`config.mk`:
```
export PLATFORM = sky130hd
export DESIGN_NAME = mult_div_unit
export DESIGN_NICKNAME = d
export VERILOG_FILES = /design/src/rtl/mult_div_pkg.sv /design/src/rtl/mult_div_unit_div_step.sv /design/src/rtl/mult_div_unit.sv
export SDC_FILE = /design/constraint.sdc
export NUM_CORES = 1
export LEC_CHECK = 0
export ABC_CLOCK_PERIOD_IN_PS = 7200
export CAP_MARGIN = 15
export CORE_MARGIN = 1.5
export CORE_UTILIZATION = 41
export CTS_BUF_LIST = sky130_fd_sc_hd__clkbuf_8
export DETAILED_ROUTE_END_ITERATION = 10
export PLACE_DENSITY = 0.65
export SKIP_LAST_GASP = 1
export SLEW_MARGIN = 15
export SYNTH_ARGS = -nofsm -noshare
export SYNTH_HDL_FRONTEND = slang
export SYNTH_SLANG_ARGS = --single-unit
```
`constraint.sdc`:
```
create_clock -name clk -period 7.2 [get_ports clk]
set_input_delay 0.72 -clock clk [delete_from_list [all_inputs] [get_ports clk]]
set_output_delay 0.72 -clock clk [all_outputs]
set_load 0.01 [all_outputs]
```
`src/rtl/mult_div_pkg.sv`:
```
// ---------------------------------------------------------------------------
// mult_div_pkg
// Shared definitions for the iterative multiply/divide unit: operation
// encodings, FSM state encoding, iteration count and counter width, plus a
// small magnitude helper used by the signed divide path.
// ---------------------------------------------------------------------------
package mult_div_pkg;

    localparam int ITERATIONS = 32;
    localparam int CNT_W      = 6;

    localparam logic OP_MULT = 1'b0;
    localparam logic OP_DIV  = 1'b1;

    typedef enum logic [1:0] {
        S_IDLE = 2'd0,
        S_MULT = 2'd1,
        S_DIV  = 2'd2,
        S_DONE = 2'd3
    } state_t;

    // Two's-complement magnitude; 0x80000000 maps to itself, which is the
    // correct unsigned magnitude 2^31.
    function automatic logic [31:0] abs32(input logic [31:0] v);
        return v[31] ? (~v + 32'd1) : v;
    endfunction

endpackage

```
`src/rtl/mult_div_unit_div_step.sv`:
```
// ---------------------------------------------------------------------------
// div_step
// One combinational restoring-division iteration on unsigned magnitudes.
// {rem, quo} is shifted left one bit, the divisor is trial-subtracted from
// the widened remainder, and the new quotient bit is shifted in at the bottom.
// Ports:
//   i_rem     [31:0]  partial remainder in (always < divisor)
//   i_quo     [31:0]  dividend bits still to consume / quotient bits so far
//   i_divisor [31:0]  divisor magnitude (non-zero)
//   o_rem     [31:0]  partial remainder out
//   o_quo     [31:0]  shifted quotient with the new bit in [0]
// Only built when MULT_DIV_DIVIDE_EN is defined.
// ---------------------------------------------------------------------------
`ifdef MULT_DIV_DIVIDE_EN
module div_step (
    input  logic [31:0] i_rem,
    input  logic [31:0] i_quo,
    input  logic [31:0] i_divisor,
    output logic [31:0] o_rem,
    output logic [31:0] o_quo
);

    logic [32:0] w_shift;
    logic [32:0] w_diff;

    // Remainder < divisor <= 2^31, so the shifted value fits in 33 bits and
    // bit 32 of the difference is a clean borrow flag.
    assign w_shift = {i_rem, i_quo[31]};
    assign w_diff  = w_shift - {1'b0, i_divisor};

    always_comb begin
        o_rem = w_shift[31:0];
        o_quo = {i_quo[30:0], 1'b0};
        if (!w_diff[32]) begin
            o_rem = w_diff[31:0];
            o_quo = {i_quo[30:0], 1'b1};
        end
    end

endmodule
`endif

```
`src/rtl/mult_div_unit.sv`:
```
// ---------------------------------------------------------------------------
// mult_div_unit
// Iterative signed multiply (radix-2 Booth) and signed restoring divide with
// HI/LO result registers.  Handshake: start is sampled only in IDLE; busy is
// high from the accepting edge until the edge leaving DONE; done (and
// div_zero, when applicable) pulses for the single DONE cycle, and hi/lo are
// already updated during that cycle.
// Ports:
//   clk, rst          clock, asynchronous active-low reset
//   start, op         request strobe and operation (OP_MULT / OP_DIV)
//   a, b     [31:0]   operands (multiplicand/multiplier or dividend/divisor)
//   busy, done        status
//   hi, lo   [31:0]   result registers
//   div_zero          divide-by-zero / divide-unavailable flag, with done
//   dbg_state         current FSM state
// Macro MULT_DIV_DIVIDE_EN: when defined the divide datapath is built; when
// undefined every DIV request completes immediately with div_zero.
// ---------------------------------------------------------------------------
module mult_div_unit
    import mult_div_pkg::*;
(
    input  logic        clk,
    input  logic        rst,
    input  logic        start,
    input  logic        op,
    input  logic [31:0] a,
    input  logic [31:0] b,
    output logic        busy,
    output logic        done,
    output logic [31:0] hi,
    output logic [31:0] lo,
    output logic        div_zero,
    output state_t      dbg_state
);

    state_t             r_state;
    state_t             w_next_state;
    logic [CNT_W-1:0]   r_cnt;
    logic [31:0]        r_a;
    logic [31:0]        r_b;
    logic [32:0]        r_acc;      // Booth accumulator / divide remainder
    logic [31:0]        r_q;        // Booth multiplier / divide quotient
    logic               r_q1;       // Booth q[-1]
    logic               r_div_zero;
    logic [31:0]        r_hi;
    logic [31:0]        r_lo;

    logic               w_last;
    logic               w_dz_accept;
    logic [32:0]        w_m_ext;
    logic [32:0]        w_b_sum;
    logic [32:0]        w_b_acc;
    logic [31:0]        w_b_q;

    // Cycle after acceptance (cnt 0) loads the working registers; iterations
    // run at cnt 1..32 and the last one commits hi/lo directly.
    assign w_last = (r_cnt == CNT_W'(ITERATIONS));

`ifdef MULT_DIV_DIVIDE_EN
    assign w_dz_accept = (op == OP_DIV) && (b == 32'd0);
`else
    assign w_dz_accept = (op == OP_DIV);
`endif

    // Booth: 33-bit accumulator so that subtracting -2^31 cannot overflow.
    assign w_m_ext = {r_a[31], r_a};

    always_comb begin
        w_b_sum = r_acc;
        case ({r_q[0], r_q1})
            2'b01:   w_b_sum = r_acc + w_m_ext;
            2'b10:   w_b_sum = r_acc - w_m_ext;
            default: w_b_sum = r_acc;
        endcase
    end

    assign w_b_acc = {w_b_sum[32], w_b_sum[32:1]};
    assign w_b_q   = {w_b_sum[0], r_q[31:1]};

`ifdef MULT_DIV_DIVIDE_EN
    logic [31:0] w_divisor;
    logic [31:0] w_d_rem;
    logic [31:0] w_d_quo;
    logic [31:0] w_q_fix;
    logic [31:0] w_r_fix;

    assign w_divisor = abs32(r_b);

    div_step u_div_step (
        .i_rem     (r_acc[31:0]),
        .i_quo     (r_q),
        .i_divisor (w_divisor),
        .o_rem     (w_d_rem),
        .o_quo     (w_d_quo)
    );

    // Quotient negative when operand signs differ; remainder follows the
    // dividend.  Only consumed on the last iteration.
    assign w_q_fix = (r_a[31] ^ r_b[31]) ? (~w_d_quo + 32'd1) : w_d_quo;
    assign w_r_fix = r_a[31] ? (~w_d_rem + 32'd1) : w_d_rem;
`endif

    // FSM state register
    always_ff @(posedge clk or negedge rst) begin
        if (!rst) r_state <= S_IDLE;
        else      r_state <= w_next_state;
    end

    // FSM next state and status outputs
    always_comb begin
        w_next_state = r_state;
        busy         = 1'b0;
        done         = 1'b0;
        div_zero     = 1'b0;
        case (r_state)
            S_IDLE: begin
                if (start) w_next_state = (op == OP_DIV) ? S_DIV : S_MULT;
            end
            S_MULT: begin
                busy = 1'b1;
                if (w_last) w_next_state = S_DONE;
            end
            S_DIV: begin
                busy = 1'b1;
                if (r_div_zero || w_last) w_next_state = S_DONE;
            end
            S_DONE: begin
                busy         = 1'b1;
                done         = 1'b1;
                div_zero     = r_div_zero;
                w_next_state = S_IDLE;
            end
            default: w_next_state = S_IDLE;
        endcase
    end

    // Datapath
    always_ff @(posedge clk or negedge rst) begin
        if (!rst) begin
            r_cnt      <= '0;
            r_a        <= '0;
            r_b        <= '0;
            r_acc      <= '0;
            r_q        <= '0;
            r_q1       <= 1'b0;
            r_div_zero <= 1'b0;
            r_hi       <= '0;
            r_lo       <= '0;
        end else begin
            case (r_state)
                S_IDLE: begin
                    if (start) begin
                        r_a        <= a;
                        r_b        <= b;
                        r_cnt      <= '0;
                        r_div_zero <= w_dz_accept;
                    end
                end
                S_MULT: begin
                    if (r_cnt == '0) begin
                        r_acc <= '0;
                        r_q   <= r_b;
                        r_q1  <= 1'b0;
                        r_cnt <= CNT_W'(1);
                    end else begin
                        r_acc <= w_b_acc;
                        r_q   <= w_b_q;
                        r_q1  <= r_q[0];
                        r_cnt <= r_cnt + CNT_W'(1);
                        if (w_last) begin
                            r_hi <= w_b_acc[31:0];
                            r_lo <= w_b_q;
                        end
                    end
                end
                S_DIV: begin
`ifdef MULT_DIV_DIVIDE_EN
                    if (!r_div_zero) begin
                        if (r_cnt == '0) begin
                            r_acc <= '0;
                            r_q   <= abs32(r_a);
                            r_cnt <= CNT_W'(1);
                        end else begin
                            r_acc <= {1'b0, w_d_rem};
                            r_q   <= w_d_quo;
                            r_cnt <= r_cnt + CNT_W'(1);
                            if (w_last) begin
                                r_hi <= w_r_fix;
                                r_lo <= w_q_fix;
                            end
                        end
                    end
`endif
                end
                default: begin
                end
            endcase
        end
    end

    assign hi        = r_hi;
    assign lo        = r_lo;
    assign dbg_state = r_state;

endmodule

```
* Word-level counts from Yosys, hierarchy flattened
Cells that the tools add are included.
Cells by class: mux-type cells 15, magnitude comparators 0, div/mod/pow operators 0, eq/ne operators 9, $add $sub $neg 3, shift-type cells 0, bitwise logic cells 1, reduce and logical (&&, ||, !) cells 9, multipliers 0
Operators by type and width (count):
- case mux 33 bit (2 select lines) | 1
- adder 33 bit | 1
- 2-to-1 mux 33 bit | 1
- subtractor 33 bit | 1
- 2-to-1 mux 32 bit | 1
- 2-to-1 mux 6 bit | 2
- case mux 6 bit (2 select lines) | 1
- 2-to-1 mux 2 bit | 4
- case mux 2 bit (4 select lines) | 1
- adder 6 x 1 -> 6 bit (second input constant) | 1
- equality test 2 bit (second input constant) | 3
- equality test 6 bit (second input constant) | 1
- zero test 6 bit | 1
- != test 2 bit (second input constant) | 3
- AND reduction 3 bit | 2
- equality test 2 x 1 -> 1 bit (second input constant) | 2
- 2-to-1 mux 1 bit | 4
- AND reduction 2 bit | 2
- OR reduction 3 bit | 1
- zero test 2 bit | 1
- nonzero test 2 bit | 1
- logical OR 1 bit | 1
- inverter 1 bit | 1
Word-level totals: bits in read-only memories 0, memories kept 0, input port bits 68, output and inout bits 69, flip-flop bits (word level) 203, latch bits 0, word-level logic and storage cells 47, memory bits (writable) 0

* Longest topological paths before layout
Gate-level depths: netlist of run 1.
depth after elaboration 4, gate-level depth with buffers 20, mapped depth without buffers 20

* Worst setup path after synthesis of run 1
OpenSTA, ideal clock, no wires.
kind register -> register, from reg r_a[3], to reg r_acc[31], data required time 7124 ps, setup time 76 ps, stages on the path, launching flop included 17, arrival time 3974 ps, setup slack 3150 ps, clock period less this slack 4050 ps, path buffers 1, cells stage by stage dfrtp_1 > nor4_1 > nand2_1 > nor3b_1 > and2_1 > a21oi_1 > xnor2_1 > ha_1 > clkbuf_2 > nand4_1 > or4_4 > a31oi_2 > o31ai_1 > a31o_1 > mux2i_2 > or3_2 > o21ai_1
On the way: cells in the longest elaborated chain, start to end 3, elaborated cells on any way between the ends 4, those cells by class 2 x add/sub; 2 x mux
RTL lines:
- from (decl) | RTL line mult_div_unit.sv:39 | logic [31:0] r_a;
- from (signal assigned) | RTL line mult_div_unit.sv:141 | r_a <= '0;
- from (signal assigned) | RTL line mult_div_unit.sv:153 | r_a <= a;
- subtractor 33 bit / adder 33 bit (equally long branches) | RTL line mult_div_unit.sv:72, mult_div_unit.sv:71
- case mux 33 bit (2 select lines) * | RTL line mult_div_unit.sv:70 | case ({r_q[0], r_q1})
- 2-to-1 mux 33 bit * | RTL line mult_div_unit.sv:160 | if (r_cnt == '0) begin
- to (signal assigned) | RTL line mult_div_unit.sv:166 | r_acc <= w_b_acc;
- to (decl) | RTL line mult_div_unit.sv:41 | logic [32:0] r_acc;
Mark *: on every way between the ends. The rest lies on a longest branch, timed or not. A chain may end at the register's enable or synchronous reset.

* Final worst setup path of run 1
from reg r_a[2], to reg r_hi[28] (netlist: hi[28])
On the way: cells in the longest elaborated chain, start to end 2, elaborated cells on any way between the ends 3, those cells by class 2 x add/sub; 1 x mux
RTL lines:
- subtractor 33 bit / adder 33 bit (equally long branches) | RTL line mult_div_unit.sv:72, mult_div_unit.sv:71
- case mux 33 bit (2 select lines) * | RTL line mult_div_unit.sv:70
- to (signal assigned) | RTL line mult_div_unit.sv:171 | r_hi <= w_b_acc[31:0];
- to (decl) | RTL line mult_div_unit.sv:45 | logic [31:0] r_hi;
Marked as above.

==> results of run 1 <==
[stage by stage]
stage          hold WS (ps)  std cells  util (%)  total power, uW  setup WS (ps)
2_1_floorplan           424       1069         -             4990           3150
3_3_place_gp            463       1485      48.5             6100           2640
3_5_place_dp            470       1485      48.5             6150           2560
4_1_cts                 374       1548      51.6             7350           2520
5_1_grt                 403       1548      51.6             7930           1970
6_report                311       1548      51.6             7310           2520
[state kept, by name, summed over array words and instances, names as in the netlist]
register,flops
lo,32
r_div_zero,1
r_q,32
dbg_state,2
r_acc,32
r_cnt,6
r_q1,1
r_b,32
r_a,32
hi,32
[routing by layer]
metal	track usage (%)	vias up	part of all wire, %
li1	-	4044	-
met5	0	-	0
met4	4.79	0	1.5
met3	5.15	38	6.6
met1	27.8	3899	48
met2	28.8	177	43
[final cells by class]
class | count | area (sq um) | share of cell area [%]
Clock inverter | 18 | 166 | 1.27
Sequential cell | 202 | 5050 | 38.6
Inverter | 24 | 90.1 | 0.687
Timing Repair Buffer | 145 | 1430 | 10.9
Multi-Input combinational cell | 784 | 5330 | 40.7
Clock buffer | 45 | 619 | 4.73
Tap cell | 330 | 413 | 3.15
[cells in the mapped netlist (all sizes together) (7+ instances only)]
| cell type | number | area share (%) |
|---|---|---|
| a21o | 9 | 0.65 |
| a21oi | 71 | 3.3 |
| a31oi | 39 | 2.3 |
| and3 | 7 | 0.44 |
| buf | 14 | 0.57 |
| clkbuf | 44 | 1.7 |
| dfrtp | 202 | 47 |
| ha | 41 | 4.8 |
| inv | 23 | 0.81 |
| mux2 | 100 | 11 |
| mux2i | 12 | 1.2 |
| nand2 | 136 | 4.8 |
| nand3 | 10 | 0.51 |
| nand4 | 9 | 0.53 |
| nor2 | 91 | 3.2 |
| nor2b | 10 | 0.58 |
| nor3 | 21 | 1.0 |
| nor4 | 7 | 0.41 |
| o21a | 7 | 0.49 |
| o21ai | 64 | 3.0 |
| o2bb2ai | 26 | 2.1 |
| xnor2 | 47 | 3.8 |
| xor2 | 10 | 0.82 |
[critical path: stages (launching register included)]
cell and delay [ps]:
dfrtp_1 440, nor4_1 550, nand2_1 140, nor3b_1 400, and2_1 270, nand2_1 90, nor4_1 350, nor2_1 100
xnor2_1 160, ha_1 360, a21o_1 190, a21o_1 200, o41ai_1 600, a21boi_0 220, xnor2_1 180, nor2_1 50
a21oi_1 170, o21ai_0 90
[report_power, final]
group	leakage, uW	internal [uW]	switching, uW	total (uW)
clock network	0.000436	675	482	1160
registers	0.00253	1610	380	1990
logic	0.00272	1800	2360	4170
[cell families after synthesis]
logic type	Yosys count	synth area share [%]
flops	202	47.2
fa+ha+maj	42	4.98
xor+xnor	57	4.66
compound gates	250	14.5
buf+inv	83	3.17
simple gates	323	13.8
mux	112	11.7
[worst max path at each step]
stage,depth (start not counted),end,start,slack [ps]
floorplan,16,r_acc[31]$_DFFE_PN0P_,r_a[3]$_DFFE_PN0P_,3150
global placement,17,hi[28]$_DFFE_PN0P_,r_a[2]$_DFFE_PN0P_,2640
detailed placement,17,hi[28]$_DFFE_PN0P_,r_a[2]$_DFFE_PN0P_,2560
CTS,17,hi[28]$_DFFE_PN0P_,r_a[2]$_DFFE_PN0P_,2520
global route,17,hi[28]$_DFFE_PN0P_,r_a[2]$_DFFE_PN0P_,1970
finish,17,hi[28]$_DFFE_PN0P_,r_a[2]$_DFFE_PN0P_,2520
==> impl_results.md, run 1 <==
- Fin nets: 1,303
- Routed len/inst: 16.5 um
- Fmax: 0.214 GHz
- Die Wd: 165 um
- Data required time of the worst path: 7570 ps
- Via density: 5.27
- Worst setup EP type: register
- Maximum capacitance violations: 0
- Total setup buffers inserted after CTS: 0
- DRT Wirelength: 25,600 um
- Pleak: 0.00568 uW
- Synth unique cells: 70
- Hold-fix buffers, CTS: 0
- Critical path type: reg -> reg
- H-tree lvl count: 2
- Slew Limit Fails: 0
- Crit Reg-Reg Endpoint: hi[28]$_DFFE_PN0P_
- Number of global-route vias before repair: 7,849
- # DRC: 0
- 1st-iter DRT viols: 475
- Most common cell after layout, fill and taps aside: dfrtp_1
- Max_slew headroom: 32.6%
- Mapped Area: 10,700 sq um
- Largest net degree at the start of global routing: 126
- Core Region: 25,400 sq um
- Worst Setup Start Kind: register
- Initial Util: 42.2%
- Die Y: 165 um
- Clock buffer count from CTS: 36
- ANT nets after route: 0
- Initial antenna violation count: 0
- Final HPWL from detailed placement: 17,500 um
- Power Dens Cells: 557 nW/um^2
- Syn Area/Cell: 10.0 sq um
- CTS max path bufs: 3
- Total negative slack: 0 ps
- R2R cell count: 17
- FP Rows: 58
- Design area: 13,100 sq um
- Most frequent cells in the layout: dfrtp_1 (202), nand2_1 (135), clkdlybuf4s50_1 (135), mux2_2 (100), nor2_1 (91)
- Hold Fails Final Rpt: 0
- Sequential-to-total area share from yosys stat: 47.2%
- Synthesized Nets: 1,179
- Worst-margin pin slew: 1010 ps
- RSZ-0062 raised after global routing: no
- Final setup violation count: 0
- Status: complete, no violations
- CTS tree: done
- Tmin final: 4680 ps
- Worst R2R Setup Slack: 2520 ps
- Clock-pin transition on the worst setup and hold timing paths: 60 ps
- Critical Path Fanout Max: 6
- Die ar.: 27,100 sq um
- Sink Count: 202
- Worst path arrival time: 5050 ps
- Pre-antenna DRT Iters: 5
- Synth async-reset ratio: 100%
- Area after DPL: 12,300 sq um
- Routed via count: 8,158
- R2R Path Start: r_a[2]$_DFFE_PN0P_
- Ys Warns: 0
- Worst-Skew Late Latency: 540 ps
- PortBufs: 136
- Peak supply drop: 0.263 mV
- Area Growth Syn to Fin: 22.4%
- PostCTS Resize Cnt: 0
- RePlAce Congestion: 0.911
- Gr usage total: 19.3%
- Fill cell count: 2,366
- HP Class: in -> async
- Main flop type after synthesis: dfrtp_1
- Gate Count Post-Synth: 1,069
- CTS root buffer: clkbuf_8
- Share of layout cells above drive strength 1: 15.4%
- Overflow after GRT: 0
- IO Pins: 137
- Synthesis-stage register bit count: 202
- Final worst clock skew: 30.9 ps
- First-pass GRT wire length: 41,400 um
- Number of synthesized flops with an enable pin: 0
- Diodes inserted: 0
- Fin crit share: 65.0%
Note: power is estimated with default switching activity, not from simulation.
==> run 2, diff against run 1 <==
ABC_CLOCK_PERIOD_IN_PS = 3900   (was 7200)
PLACE_DENSITY = 0.67   (was 0.65)
clock period = 3.9 ns   (was 7.2 ns; I/O delays follow)
==> run 2 against run 1 <==
  * The run now ends with negative setup slack left
  * Core utilization is 4.2 points higher
  * Clock skew about the same
  * Cell count grew 5.7%
  * Highest routed layer unchanged
  * Power is 110% higher
  * Wire length increased by 6.1%
  * Cell area rose by 8.2%
  * Die area unchanged
==> impl_results.md, run 2 (synthesis results as in run 1) <==
- Detail Route met2 WL: 12,700 um
- PortBufs: 136
- Die Wd: 165 um
- Area Growth Syn to Fin: 32.4%
- Crit-path max cell delay: 610 ps
- Area after DPL: 12,800 sq um
- DRT Wirelength: 27,200 um
- Pleak: 0.00620 uW
- # DRC: 0
- Maximum capacitance violations: 0
- ANT nets after route: 0
- Core Region: 25,400 sq um
- Die ar.: 27,100 sq um
- H-tree lvl count: 2
- Largest net degree at the start of global routing: 117
- Status: finished, violations left
- FP Rows: 58
- Fmax: 0.251 GHz
- DRT met1 WL: 12,000 um
- RSZ-0062 raised after global routing: yes
- Die Y: 165 um
- Overflow after GRT: 0
- Met3 wire len: 1720 um
- Share of layout cells above drive strength 1: 24.8%
- Most frequent cells in the layout: dfrtp_1 (200), clkdlybuf4s50_1 (135), nand2_1 (129), mux2_2 (100)
- Design area: 14,200 sq um
- Critical Path Fanout Max: 5
- Number of global-route vias before repair: 8,503
- Hold Fails Final Rpt: 0
- Power Dens Cells: 1080 nW/um^2
- Initial Util: 42.2%
- Pre-antenna DRT Iters: 5
- Routed via count: 8,673
- Final setup violation count: 5
- Gr usage total: 20.1%
- Slowest-stage cell, CP: or4_4
- Worst setup EP type: register
- Sink Count: 202
- Most common cell after layout, fill and taps aside: dfrtp_1
- Critical path type: reg -> reg
- Switching Share: 43.0%
- Initial antenna violation count: 0
- Worst Setup Start Kind: register
- CTS tree: done
- Data required time of the worst path: 4370 ps
- RePlAce Congestion: 0.899
- Final HPWL from detailed placement: 18,500 um
- Max layer used: met4
- First-pass GRT wire length: 43,200 um
- IO Pins: 137
- Peak supply drop: 0.465 mV
- Routed len/inst: 16.6 um
- CTS root buffer: clkbuf_8
- Crit path cell chain: nor3_2 -> nor3b_2 -> buf_4 -> nor3b_2 -> buf_4 -> nand2_2 -> nor2_1 -> nor2_1 -> xnor2_1 -> ha_1 -> nand4_1 -> or4_4 -> a31oi_4 -> o31ai_4 -> a31o_1 -> mux2i_4 -> or3_4 -> o21ai_1
- Psw: 6560 uW
- Final worst clock skew: 31.1 ps
- Final WS setup: -87.1 ps
- Worst-margin pin slew: 961 ps
- Combinational power share: 61.2%
- Fin crit share: 102%
- Internal power: 8700 uW
- Clock power share: 14.7%
- Via density: 5.30
- 1st-iter DRT viols: 573
- HP Class: in -> reg
- Fin nets: 1,389
- Diodes inserted: 0
- Slew Limit Fails: 0
- Failing checks: negative setup slack
- Utilization after layout: 55.8%
- Clock-pin transition on the worst setup and hold timing paths: 60 ps
- Max_slew headroom: 35.9%
- Worst path arrival time: 4460 ps
- CTS max path bufs: 3
- Seq pwr share: 24.1%
- Clock buffer count from CTS: 37
- Worst-Skew Late Latency: 560 ps
- Tmin final: 3990 ps
==> run 2: cell count changes in the layout (fill, tap and decap cells not counted), moves of 3 or more <==
| cell | change |
|---|---|
| o21ai_1 | +8 |
| buf_4 | +80 |
| nor3_2 | +4 |
| nand2_1 | -6 |
| o21ai_0 | -9 |
| a21oi_1 | -15 |
| a21oi_2 | +13 |
| nand2_2 | +4 |
| a31oi_4 | +3 |
| nor3_1 | -5 |
| buf_6 | +3 |
==> run 2: final timing paths <==
path / startpoint / to / slack [ps] / cells past startpoint
max: r_a[5]$_DFFE_PN0P_ / r_acc[31]$_DFFE_PN0P_ / -90 / 18
min: b[13] / r_b[13]$_DFFE_PN0P_ / 440 / 2
max reg2reg: r_a[5]$_DFFE_PN0P_ / r_acc[31]$_DFFE_PN0P_ / -90 / 18
min reg2reg: hi[2]$_DFFE_PN0P_ / hi[2]$_DFFE_PN0P_ / 480 / 2
max in group asynchronous: rst / r_a[16]$_DFFE_PN0P_ / 2390 / 3
min in group asynchronous: rst / hi[4]$_DFFE_PN0P_ / 520 / 2
==> run 2: stage by stage <==
step / hold WS (ps) / setup WS [ps] / instances / setup TNS (ps) / power [uW]
floorplan: 94.4 / 19.3 / 1069 / 0 / 9220
finish: 440 / -87.1 / 1637 / -203 / 15300
global placement: 461 / -49.6 / 1551 / -368 / 12000
CTS: 413 / -17.2 / 1623 / -25.5 / 14600
global route: 422 / -271 / 1637 / -2830 / 16500
detailed placement: 470 / -107 / 1551 / -1050 / 12100
==> run 2: cell type report <==
type | count | area (sq um)
fill | 2248 | 11200
clock buffer | 44 | 606
timing repair buffer | 230 | 2100
inverter | 24 | 90.1
clock inverter | 23 | 234
sequential | 202 | 5060
multi-input combinational | 784 | 5680
tap | 330 | 413
==> run 2: routing by layer <==
metal	vias up	global-route usage (%)
li1	4227	-
met1	4186	26.0
met2	202	32.8
met3	58	5.05
met4	0	6.72
met5	-	0
==> run 2: critical path, delay by kind of cell, from the launching register on <==
family	cells	cell delay, ps
AND/OR/NAND/NOR	9	1860
AO/OA/AOI/OAI	4	670
flip-flops	1	390
adder cells (fa/ha/maj)	1	370
buffers and inverters	2	300
multiplexers	1	210
XOR/XNOR	1	120
==> run 2: timing repair <==
| item | CTS | global route |
|---|---|---|
| pin swaps | 13 | 58 |
| resized for setup | 21 | 61 |
| setup buffers | 4 | 15 |
| setup endpoints to repair | 16 | 28 |
| cloned | 0 | 0 |
| hold buffers | 1 | 0 |
| endpoints found under the hold margin | 12 | 0 |
==> run 2: power by group through the flow <==
stage	logic (uW)	clock network [uW]	registers (uW)
4_1_cts	8670	2310	3650
5_1_grt	10300	2410	3790
3_3_place_gp	8330	0	3650
3_5_place_dp	8460	0	3670
6_report	9340	2250	3670
2_1_floorplan	5640	0	3580
